**src/rtl/bid_pkg.sv**
```systemverilog
// ============================================================================
//  Module  : bid_pkg
//  Brief   : Shared types and arbiter address map for the bus-master agent.
//  Rev     : 1.0  initial release
// ============================================================================
`default_nettype none

package bid_pkg;

  typedef enum logic [1:0] {
    IDLE = 2'd0,
    REQ  = 2'd1,
    XFER = 2'd2,
    DONE = 2'd3
  } bm_state_t;

  typedef struct packed {
    logic        rw;
    logic [31:0] addr;
    logic [31:0] wdata;
    logic [31:0] bid;
  } cmd_t;

  // Arbiter address map: FFEF_<slave>2<master>0
  function automatic logic [31:0] slave_addr(input logic [3:0] slv, input logic [3:0] mst);
    return {16'hFFEF, slv, 4'h2, mst, 4'h0};
  endfunction

  localparam logic [31:0] C_M0_S0 = 32'hFFEF_0200;
  localparam logic [31:0] C_M0_S1 = 32'hFFEF_1200;
  localparam logic [31:0] C_M0_S2 = 32'hFFEF_2200;
  localparam logic [31:0] C_M0_S3 = 32'hFFEF_3200;

endpackage

`default_nettype wire

```
**src/rtl/bid_cmd_fifo.sv**
```systemverilog
// ============================================================================
//  Module  : bid_cmd_fifo
//  Brief   : Show-ahead synchronous command FIFO with full/empty flags.
//  Rev     : 1.0  initial release
// ============================================================================
`default_nettype none

module bid_cmd_fifo
  import bid_pkg::*;
#(
  parameter int DEPTH = 4,
  parameter int WIDTH = 8
) (
  input  logic             clk,
  input  logic             rst,
  input  logic             push_i,
  input  logic             pop_i,
  input  logic [WIDTH-1:0] wdata_i,
  output logic [WIDTH-1:0] rdata_o,
  output logic             full_o,
  output logic             empty_o
);

  localparam int AW = $clog2(DEPTH);

  logic [WIDTH-1:0] mem_q [DEPTH];
  logic [AW:0]      wptr_q;
  logic [AW:0]      rptr_q;

  // Extra pointer bit distinguishes full from empty when the indices match.
  assign empty_o = (wptr_q == rptr_q);
  assign full_o  = (wptr_q[AW] != rptr_q[AW]) && (wptr_q[AW-1:0] == rptr_q[AW-1:0]);
  assign rdata_o = mem_q[rptr_q[AW-1:0]];

  always_ff @(posedge clk) begin
    if (rst) begin
      wptr_q <= '0;
      rptr_q <= '0;
    end else begin
      if (push_i) begin
        mem_q[wptr_q[AW-1:0]] <= wdata_i;
        wptr_q                <= wptr_q + 1'b1;
      end
      if (pop_i) begin
        rptr_q <= rptr_q + 1'b1;
      end
    end
  end

endmodule

`default_nettype wire

```
**src/rtl/bid_master_ctrl.sv**
```systemverilog
// ============================================================================
//  Module  : bid_master_ctrl
//  Brief   : Master-side bus agent: queues commands, bids for the arbiter,
//            performs the transfer and returns one response per command.
//            Optional bid escalation enabled by defining BID_ESCALATE_EN.
//  Rev     : 1.0  initial release
// ============================================================================
`default_nettype none

module bid_master_ctrl
  import bid_pkg::*;
#(
  parameter int DEPTH    = 4,
  parameter int ADDR_W   = 32,
  parameter int DATA_W   = 32,
  parameter int BID_W    = 32,
  parameter int XFER_CYC = 2,
  parameter int ESC_INT  = 8,
  parameter int ESC_STEP = 4,
  parameter int BID_MAX  = 255
) (
  input  logic              clk,
  input  logic              rst,
  input  logic              cmd_valid,
  output logic              cmd_ready,
  input  logic              cmd_rw,
  input  logic [ADDR_W-1:0] cmd_addr,
  input  logic [DATA_W-1:0] cmd_wdata,
  input  logic [BID_W-1:0]  cmd_bid,
  output logic              xfr,
  output logic [BID_W-1:0]  req,
  input  logic              grant,
  output logic [ADDR_W-1:0] addr,
  output logic              RW,
  output logic [DATA_W-1:0] DataToSlave,
  input  logic [DATA_W-1:0] DataFromSlave,
  output logic              rsp_valid,
  output logic [DATA_W-1:0] rsp_rdata,
  output logic [7:0]        rsp_retry
);

  localparam int CW = 1 + ADDR_W + DATA_W + BID_W;
  localparam int HW = (XFER_CYC > 1) ? $clog2(XFER_CYC) : 1;

  bm_state_t         state_q, state_d;
  logic [CW-1:0]     fifo_rdata;
  logic              fifo_full, fifo_empty, pop, push;
  logic              h_rw;
  logic [ADDR_W-1:0] h_addr;
  logic [DATA_W-1:0] h_wdata;
  logic [BID_W-1:0]  h_bid;
  logic              rw_q;
  logic [ADDR_W-1:0] addr_q;
  logic [DATA_W-1:0] wdata_q, rdata_q;
  logic [BID_W-1:0]  bid_q;
  logic [7:0]        retry_q;
  logic [HW-1:0]     hold_q;
  logic              hold_last;

  assign pop       = (state_q == IDLE) && !fifo_empty;
  assign cmd_ready = !fifo_full || pop;
  assign push      = cmd_valid && cmd_ready;
  assign hold_last = (int'(hold_q) == XFER_CYC - 1);
  assign {h_rw, h_addr, h_wdata, h_bid} = fifo_rdata;

  bid_cmd_fifo #(
    .DEPTH (DEPTH),
    .WIDTH (CW)
  ) u_fifo (
    .clk     (clk),
    .rst     (rst),
    .push_i  (push),
    .pop_i   (pop),
    .wdata_i ({cmd_rw, cmd_addr, cmd_wdata, cmd_bid}),
    .rdata_o (fifo_rdata),
    .full_o  (fifo_full),
    .empty_o (fifo_empty)
  );

`ifdef BID_ESCALATE_EN
  localparam logic [BID_W:0] BID_CAP = (BID_W+1)'(BID_MAX);
  logic [7:0]       wait_q;
  logic             esc_tick;
  logic [BID_W:0]   bid_sum;
  logic [BID_W-1:0] bid_esc;

  assign esc_tick = (state_q == REQ) && (wait_q != 8'hFF) && (((int'(wait_q) + 1) % ESC_INT) == 0);
  assign bid_sum  = {1'b0, bid_q} + (BID_W+1)'(ESC_STEP);
  assign bid_esc  = (bid_sum > BID_CAP) ? BID_CAP[BID_W-1:0] : bid_sum[BID_W-1:0];

  always_ff @(posedge clk) begin
    if (rst || pop) begin
      wait_q <= '0;
    end else if (state_q == REQ && wait_q != 8'hFF) begin
      wait_q <= wait_q + 8'd1;
    end
  end
`endif

  always_comb begin
    state_d     = state_q;
    xfr         = 1'b0;
    req         = '0;
    addr        = '0;
    RW          = 1'b0;
    DataToSlave = '0;
    rsp_valid   = 1'b0;
    rsp_rdata   = '0;
    rsp_retry   = '0;
    if (state_q == REQ || state_q == XFER) begin
      xfr         = 1'b1;
      req         = bid_q;
      addr        = addr_q;
      RW          = rw_q;
      DataToSlave = wdata_q;
    end
    unique case (state_q)
      IDLE: if (!fifo_empty) state_d = REQ;
      REQ:  if (grant) state_d = XFER;
      XFER: begin
        if (!grant)         state_d = REQ;
        else if (hold_last) state_d = DONE;
      end
      DONE: begin
        rsp_valid = 1'b1;
        rsp_rdata = rdata_q;
        rsp_retry = retry_q;
        state_d   = IDLE;
      end
      default: state_d = IDLE;
    endcase
  end

  always_ff @(posedge clk) begin
    if (rst) begin
      state_q <= IDLE;
      rw_q    <= 1'b0;
      addr_q  <= '0;
      wdata_q <= '0;
      rdata_q <= '0;
      bid_q   <= '0;
      retry_q <= '0;
      hold_q  <= '0;
    end else begin
      state_q <= state_d;
      unique case (state_q)
        IDLE: if (pop) begin
          rw_q    <= h_rw;
          addr_q  <= h_addr;
          wdata_q <= h_wdata;
          // A zero bid would look like "no request" to the arbiter.
          bid_q   <= (h_bid == '0) ? {{(BID_W-1){1'b0}}, 1'b1} : h_bid;
          rdata_q <= '0;
          retry_q <= '0;
        end
        REQ: begin
          if (grant) hold_q <= '0;
`ifdef BID_ESCALATE_EN
          if (esc_tick && ({1'b0, bid_q} < BID_CAP)) bid_q <= bid_esc;
`endif
        end
        XFER: begin
          if (!grant) begin
            if (retry_q != 8'hFF) retry_q <= retry_q + 8'd1;
          end else if (hold_last) begin
            if (!rw_q) rdata_q <= DataFromSlave;
          end else begin
            hold_q <= hold_q + 1'b1;
          end
        end
        default: ;
      endcase
    end
  end

endmodule

`default_nettype wire

```
**config.mk**
```make
export PLATFORM = sky130hd
export DESIGN_NAME = bid_master_ctrl
export DESIGN_NICKNAME = d
export VERILOG_FILES = /design/src/rtl/bid_pkg.sv /design/src/rtl/bid_cmd_fifo.sv /design/src/rtl/bid_master_ctrl.sv
export SDC_FILE = /design/constraint.sdc
export NUM_CORES = 1
export LEC_CHECK = 0
export ABC_AREA = 1
export CAP_MARGIN = 10
export CELL_PAD_IN_SITES_DETAIL_PLACEMENT = 1
export CELL_PAD_IN_SITES_GLOBAL_PLACEMENT = 1
export CORE_UTILIZATION = 47
export CTS_CLUSTER_DIAMETER = 80
export DETAILED_ROUTE_END_ITERATION = 12
export PLACE_DENSITY = 0.87
export SLEW_MARGIN = 40
export SYNTH_ARGS = -nofsm -noshare
export SYNTH_HDL_FRONTEND = slang
export SYNTH_HIERARCHICAL = 1
export SYNTH_SLANG_ARGS = --single-unit
```
**constraint.sdc**
```tcl
create_clock -name clk -period 15.1 [get_ports clk]
set_input_delay 2.265 -clock clk [delete_from_list [all_inputs] [get_ports clk]]
set_output_delay 2.265 -clock clk [all_outputs]
set_load 0.01 [all_outputs]
```
Word level (Yosys, flattened, before mapping)
Memories as Yosys holds them, arrays and structs flattened. A register that Yosys moved wholly into a read port is not among the register bits.
Index checks and enable logic that the tools add are counted.
{ "op_classes": {"addsub": 4, "eq_ne": 16, "mux": 32, "reduce_logical": 16} }
{ "op_table": {"columns": ["operator", "count"], "rows": [
  ["$mux W32", 9],
  ["$pmux W32 S2", 1],
  ["$logic_not A32 Y1", 1],
  ["$mux W8", 4],
  ["$pmux W8 S2", 1],
  ["$ne A2 B2 Y1 const B", 7],
  ["$mux W2", 6],
  ["$mux W1", 9],
  ["$add A8 B1 Y8 const B", 1],
  ["$ne A8 B8 Y1 const B", 1],
  ["$pmux W2 S4", 1],
  ["$add A3 B1 Y3 const B", 2],
  ["$reduce_and A3 Y1", 2],
  ["$reduce_and A5 Y1", 1],
  ["$eq A2 B2 Y1 const B", 2],
  ["$reduce_and A4 Y1", 1],
  ["$reduce_bool A2 Y1", 2],
  ["$eq A3 B3 Y1", 1],
  ["$logic_and A1 B1 Y1", 3],
  ["$ne A3 B3 Y1 const B", 1],
  ["$eq A2 B1 Y1 const B", 1],
  ["$eq A2 B2 Y1", 1],
  ["$logic_not A1 Y1", 2],
  ["$logic_not A2 Y1", 1],
  ["6 further kinds", 7]
]} }
{ "word_totals": {"n_memories": 1, "out_inout_bits": 140, "word_cells": 79, "ram_bits": 388, "inputBits": 133, "reg_bits": 146} }
{ "memory_table": {"columns": ["memory", "depth", "width", "read_ports", "rd_clocked_by_memory_dff", "wr", "line_no", "source"], "rows": [
  ["u_fifo.mem_q", 4, 97, 1, 1, 1, "bid_cmd_fifo.sv:26", "logic [WIDTH-1:0] mem_q [DEPTH];"]
]} }

Longest topological paths before layout
Gate-level depths: netlist (run 1).
{ "depth": {"word_depth": 8, "ltp_mapped": 13, "depth_no_buf": 13} }

Cells and area by module
Netlist (run 1), hierarchy kept.
{ "by_module_without_submodules": {"columns": ["mod", "n_inst", "cells_each", "area_each_um2", "seq_area_each_um2"], "rows": [
  ["bid_cmd_fifo", 1, 1185, 15869.0, 11811.3],
  ["bid_master_ctrl", 1, 1122, 6866.6, 2802.7]
]} }

Least setup slack after synthesis (run 1)
No wires, ideal clock.
{ "synth_path": {"kind": "input -> register", "start": "in cmd_valid", "end": "mem u_fifo/mem_q[0][0] in the netlist's numbering, enable pin", "t_required_ns": 14.547, "arrival_time_ns": 6.624, "n_path_buf": 0, "setup_time_ns": 0.553, "path_stages": 3, "setup_slack_ns": 7.922, "path_cell_list": "a21boi_1 nand2_1 nor2_1"} }
{ "synth_via": {"elab_chain_len": 4} }
{ "synth_rtl": {"columns": ["element", "line_no", "source"], "rows": [
  ["from (decl)", "bid_master_ctrl.sv:24", "input logic cmd_valid,"],
  ["$logic_and A1 B1 Y1", "bid_master_ctrl.sv:62", "assign push = cmd_valid && cmd_ready;"],
  ["$mux W1", "bid_cmd_fifo.sv:40", "if (push_i) begin"],
  ["$mux W1", "bid_cmd_fifo.sv:36", "if (rst) begin"],
  ["$mux W1 (not written as such)", "bid_cmd_fifo.sv:41", "mem_q[wptr_q[AW-1:0]] <= wdata_i;"],
  ["to (decl)", "bid_cmd_fifo.sv:26", null]
]} }
No other way between the ends.

Worst setup path after layout (run 1)
{ "layout_path": {"start": "reg state_q[0]", "end": "out DataToSlave[13]"} }
{ "layout_via": {"elab_chain_len": 3, "elab_cells_between_ends": 4, "cone_classes": "eq/ne: 2; mux: 1; reduce/logical: 1"} }
{ "layout_rtl": {"columns": ["element", "line_no", "source"], "rows": [
  ["from (decl)", "bid_master_ctrl.sv:45", "bm_state_t state_q, state_d;"],
  ["from (signal assigned)", "bid_master_ctrl.sv:145", "state_q <= state_d;"],
  ["$eq A2 B1 Y1 / $eq A2 B2 Y1 (equally long branches)", "bid_master_ctrl.sv:110", "if (state_q == REQ || state_q == XFER) begin"],
  ["$logic_or A1 B1 Y1 *", "bid_master_ctrl.sv:110", null],
  ["$mux W32 *", "bid_master_ctrl.sv:110", null],
  ["to (decl)", "bid_master_ctrl.sv:35", "output logic [DATA_W-1:0] DataToSlave,"]
]} }
Mark *: on every way between the ends. The rest lies on a longest branch, timed or not.

==> results of run 1 <==
stage by stage:
step	cell area, µm²	instances	total power [W]	setup slack (ps)	hold slack [ps]
3_3_place_gp	25600	3088	0.00326	10020	451
3_5_place_dp	25600	3089	0.00336	10020	474
4_1_cts	27600	3194	0.00483	9550	483
2_1_floorplan	22700	2307	0.00289	7920	433
6_report	27600	3203	0.00481	9600	476
5_1_grt	27600	3203	0.00506	9440	522
power breakdown:
part | internal (W) | switching (W)
Clock | 0.000860 | 0.000580
Combinational | 0.000507 | 0.00101
Sequential | 0.00175 | 0.000105
cell type report:
cell class / instances / area (µm²)
multi-input combinational: 1189 / 5610
inverter: 458 / 1730
timing repair buffer: 293 / 2960
fill: 5178 / 20100
clock buffer: 76 / 1560
tap: 615 / 769
antenna: 7 / 17.5
sequential: 536 / 14600
clock inverter: 29 / 364
how the worst max path moves through the flow:
stage                     slack (ps)        from  depth (start not counted)             endpoint
after floorplan                 7920   cmd_valid                          3   u_fifo/mem_q[0][0]
after global placement         10020   cmd_valid                          6  u_fifo/mem_q[3][71]
after detailed placement       10020   cmd_valid                          6  u_fifo/mem_q[3][69]
after CTS                       9550  state_q[0]                          6      DataToSlave[13]
after global routing            9440  state_q[1]                          6      DataToSlave[23]
final                           9600  state_q[0]                          6      DataToSlave[13]
logic make-up after synthesis:
kind of cell / Yosys count
XOR/XNOR: 3
adder cells (fa/ha/maj): 10
AND/OR/NAND/NOR: 826
buffers and inverters: 582
flip-flops: 536
AO/OA/AOI/OAI: 350
registers in the layout, indices dropped and copies added (netlist names), 2 cells and up, named ones only:
signal / count
u_fifo/rptr_q: 3
rdata_q: 32
wdata_q: 32
state_q: 2
u_fifo/mem_q: 388
addr_q: 32
bid_q: 32
u_fifo/wptr_q: 3
retry_q: 8
placed cells by master, fill, tap and decap left out, drive strengths merged, types with 7 or more instances in the layout:
master         netlist  layout
a21oi               13      13
buf                 80      21
bufinv               0       8
clkbuf              44      76
clkdlybuf4s50        0     272
clkinv               0      16
dfxtp              148     148
diode                0       7
edfxtp             388     388
ha                  10      10
inv                458     459
nand2              535     535
nand3               13      13
nor2               274     274
o211ai             194     194
o21ai              141     141
per-layer routing:
| layer | wire [µm] | share of wire |
|---|---|---|
| met5 | 43 | 0.00069 |
| met4 | 1630 | 0.026 |
| met3 | 2650 | 0.043 |
| met2 | 32000 | 0.52 |
| met1 | 25600 | 0.41 |
worst min-delay path: cells and delay by family (launching register included):
| kind | cells | cell delay [ps] |
|---|---|---|
| AO/OA/AOI/OAI | 1 | 50 |
| flip-flops | 1 | 310 |
| AND/OR/NAND/NOR | 1 | 60 |
==> qor.csv, run 1 <==
metric;value;unit
hold depth;2;
Final Net Count;2677;
number of CTS-inserted buffers;56;
crit-path max FO;57;
via count;16609;
mapped cell area;22700;µm²
Synth cell types;30;
Die H;222;µm
clock skew;32.8;ps
met1 GRT Util;0.298;
Mapped Cells;2307;
dpl hpwl;36900;µm
met3 Use GR;0.0392;
syn avg cell area;9.86;µm²
HP Start;hold_last;
IO buf count;272;
Worst Setup End Kind;output pin;
ranking of synthesized cells by instance count;nand2_1, inv_1, edfxtp_1;
FF+latch count, synth;536;
Area contributors post-synth;edfxtp_1, dfxtp_1, nand2_1;
I/O Pins;273;
Worst Hold Path EP;hold_last;
leakage;11.8;nW
CP Data Required Time;12840;ps
first-pass GRT wire length;96300;µm
DR WL/cell;19.3;µm
Primary FF master, synth;edfxtp_1;
Crit Path Class;flip-flop to output pin;
Hold Buf Count CTS;0;
Reg2Reg Depth;12;
Synth top area share;0.512;
critical path's top delay family;buffers and inverters;
Reg2Reg Launch Point;u_fifo/wptr_q[0];
Clock Tree Buf Depth;3;
Initial DRC Count;1012;
P&R area growth vs syn;21.5;%
Simple-Gate Fraction of Synth Area;0.139;
Hold Violations, Final;0;
RSZ-0062 raised after global routing;false;
via/cell ratio;5.19;
Worst-Skew Late Latency;620;ps
Max-cap violations;0;
CTS H-tree lvls;2;
total core area;47700;µm²
reg-to-reg setup timing slack;11430;ps
Synth async-reset ratio;0;
Max stage delay on crit path;650;ps
worst slew pin tran;853;ps
die width;222;µm
GPL Wtd Cong;0.786;
most used cell, CP;inv_1;
proportion of synthesized area in mux cells;0;
fin crit period;5500;ps
Clock transition at path regs;60;ps
XOR/XNOR share of the synthesized area;0.00116;
Synth Warn #;6;
gr busiest metal;met2;
CTS tree;yes;
worst endpoint data arrival time;3230;ps
final core occ;0.579;
Rows;80;
initial antenna violation count;10;
most numerous cell in the Yosys netlist;nand2_1;
Remaining DRCs;0;
Worst VDD drop;0.174;mV
postcts setup bufs;0;
post-route ant nets;0;
RR Endpoint;u_fifo/mem_q[3][96];
root buffer cell;clkbuf_16;
Seq/Total Area, Yosys;0.643;
Max Freq;182;MHz
number of flops mapped to enable cells by yosys;388;
WP buf/inv;4;
vias in the first global route;17849;
Die ar.;49300;µm²
Total GRT Usage;0.252;
total wire length;61900;µm
largest net degree at the start of global routing;158;
Initial Util;0.476;
adder-cell share of the synthesized area;0.00550;
layout cell share with drive strength beyond 1;0.0511;
Remaining Overflow, GRT;0;
setup TNS;0;ps
post-synth top area cell;edfxtp_1;
Max-slew headroom;0.432;
met2 Use GR;0.455;
1st-pass router iterations;5;
Crit-path slowest cell;buf_4;
Startpoint Class;flip-flop;
syn nets;2450;
Final Max Slew Viols;0;
largest family of logic cells by synthesized area;simple AND/OR/NAND/NOR gates;
final setup vio count;0;
status;finished clean;
fin crit share;0.364;
P per Cell Area;174;nW/µm²
clock sink count;536;
worst-path cell chain;inv_1, ha_4, buf_4, nand2_1, inv_1, clkdlybuf4s50_1;
post_cts resized;0;
Synth Area in Compound Gates;0.0988;
worst hold-check path type;flip-flop to flip-flop;
(Power assumes the default switching activity.)
==> run 2: changes to the inputs <==
Settings changed: CORE_UTILIZATION 47 to 43, PLACE_DENSITY 0.87 to 0.81.
Clock period 15.1 ns to 5.1 ns, I/O delays scaled along.
==> qor.csv, run 2 (synthesis gave the netlist of run 1 again) <==
metric;value;unit;change
status;finished clean;;
Remaining Overflow, GRT;0;;unchanged
Remaining DRCs;0;;unchanged
I/O Pins;273;;unchanged
RSZ-0062 raised after global routing;false;;
worst hold margin;463;ps;-13.0 ps
die width;232;µm;+4.5%
Place WS;1650;ps;-8360 ps
Worst Setup End Kind;output pin;;
met3 wire length;3020;µm;+14%
Max-cap violations;0;;unchanged
post-route ant nets;0;;unchanged
initial antenna violation count;12;;+2
Max Freq;272;MHz;
Rows;83;;+3.8%
crit-path max FO;44;;-23%
number of CTS-inserted buffers;56;;unchanged
1st-pass router iterations;4;;-1
final setup vio count;0;;unchanged
CTS H-tree lvls;2;;unchanged
P&R area growth vs syn;22.4;%;
vias in the first global route;17630;;-1.2%
Clock transition at path regs;60;ps;about the same
Final Net Count;2680;;+0.11%
leakage;11.9;nW;+0.35%
DR WL/cell;19.0;µm;-1.7%
Die H;232;µm;+4.5%
total core area;51800;µm²;+8.5%
Setup WS post-layout;1420;ps;-8180 ps
Worst VDD drop;0.336;mV;+92%
CTS tree;yes;;
Worst-Skew Late Latency;630;ps;about the same
Clock Tree Buf Depth;3;;unchanged
worst endpoint data arrival time;2910;ps;-320 ps
DRT met1 WL;25700;µm;+0.19%
dpl hpwl;37900;µm;+2.8%
IO buf count;272;;unchanged
layout cell share with drive strength beyond 1;0.0538;;+0.00263
total wire length;62200;µm;+0.41%
P per Cell Area;514;nW/µm²;+200%
Initial Util;0.439;;-0.0374
Seq. cell area;14600;µm²;unchanged
Initial DRC Count;867;;-14%
Hold Buf Count CTS;0;;unchanged
Multi-input gate area;5610;µm²;unchanged
Total GRT Usage;0.231;;-0.0208
commonest non-fill, non-tap cells in the layout;nand2_1, inv_1, edfxtp_1, clkdlybuf4s50_1, nor2_1;;
GPL Wtd Cong;0.782;;-0.43%
via count;16493;;-0.70%
Max-slew headroom;0.427;;-0.00488
Die ar.;53800;µm²;+9.2%
max reg flops;388;;unchanged
fin crit share;0.721;;
worst hold-check path type;flip-flop to flip-flop;;
first-pass GRT wire length;96100;µm;-0.19%
postcts setup bufs;0;;unchanged
worst slew pin tran;858;ps;+5.29 ps
# fillers;5632;;+8.8%
CP Data Required Time;4340;ps;-8500 ps
met2 wire len;31300;µm;-2.0%
Max Used Layer;met5;;
Startpoint Class;flip-flop;;
commonest non-fill, non-tap cell in the layout;nand2_1;;
post_cts resized;0;;unchanged
Hold Violations, Final;0;;unchanged
clock skew;19.9;ps;-12.9 ps
Crit Path Class;flip-flop to output pin;;
setup TNS;0;ps;unchanged
root buffer cell;clkbuf_16;;
via/cell ratio;5.04;;-2.8%
largest net degree at the start of global routing;173;;+9.5%
Final Max Slew Viols;0;;unchanged
fin crit period;3680;ps;
clock sink count;536;;unchanged
==> run 2: report_power, final <==
part	total, W	leakage, nW	switching [W]	internal (W)
logic	0.00449	6.17	0.00294	0.00156
clock network	0.00431	0.948	0.00175	0.00257
registers	0.00550	4.75	0.000332	0.00517
total	0.0143	11.9	0.00502	0.00929
==> run 2: worst paths after layout <==
path	from	end	slack (ps)	cells past startpoint
setup / recovery	state_q[0]	addr[29]	1420	7
setup reg to reg	u_fifo/wptr_q[0]	u_fifo/mem_q[1][75]	1810	11
hold reg to reg	hold_last	hold_last	460	2
hold / removal	hold_last	hold_last	460	2
==> run 2: worst max-delay path: stages, from the launching register on <==
cell,delay [ps]
dfxtp_1,400
inv_1,120
ha_4,480
buf_12,230
buf_12,260
nand2_1,100
inv_1,90
clkdlybuf4s50_1,590
==> run 2: through the flow <==
stage                     std cells  total power, W  area (µm²)  utilization
final                          3273          0.0143       27800        0.537
after global routing           3273          0.0151       27800        0.537
after CTS                      3264          0.0144       27800        0.536
after detailed placement       3158          0.0100       25800        0.498
after global placement         3154         0.00971       25700        0.496
after floorplan                2307         0.00856       22700            -
==> run 2: cell type report <==
cell class	count	share of cell area
antenna	8	0.000719
clock buffer	75	0.0562
clock inverter	31	0.0146
inverter	458	0.0621
multi-input combinational	1189	0.201
sequential	536	0.525
tap	680	0.0306
timing repair buffer	296	0.109
==> run 2: per-layer routing <==
layer | vias to the layer above | GRT usage
met5 | - | 0
met4 | 8 | 0.0987
met3 | 116 | 0.0388
met2 | 402 | 0.410
met1 | 8128 | 0.274
li1 | 7839 | -
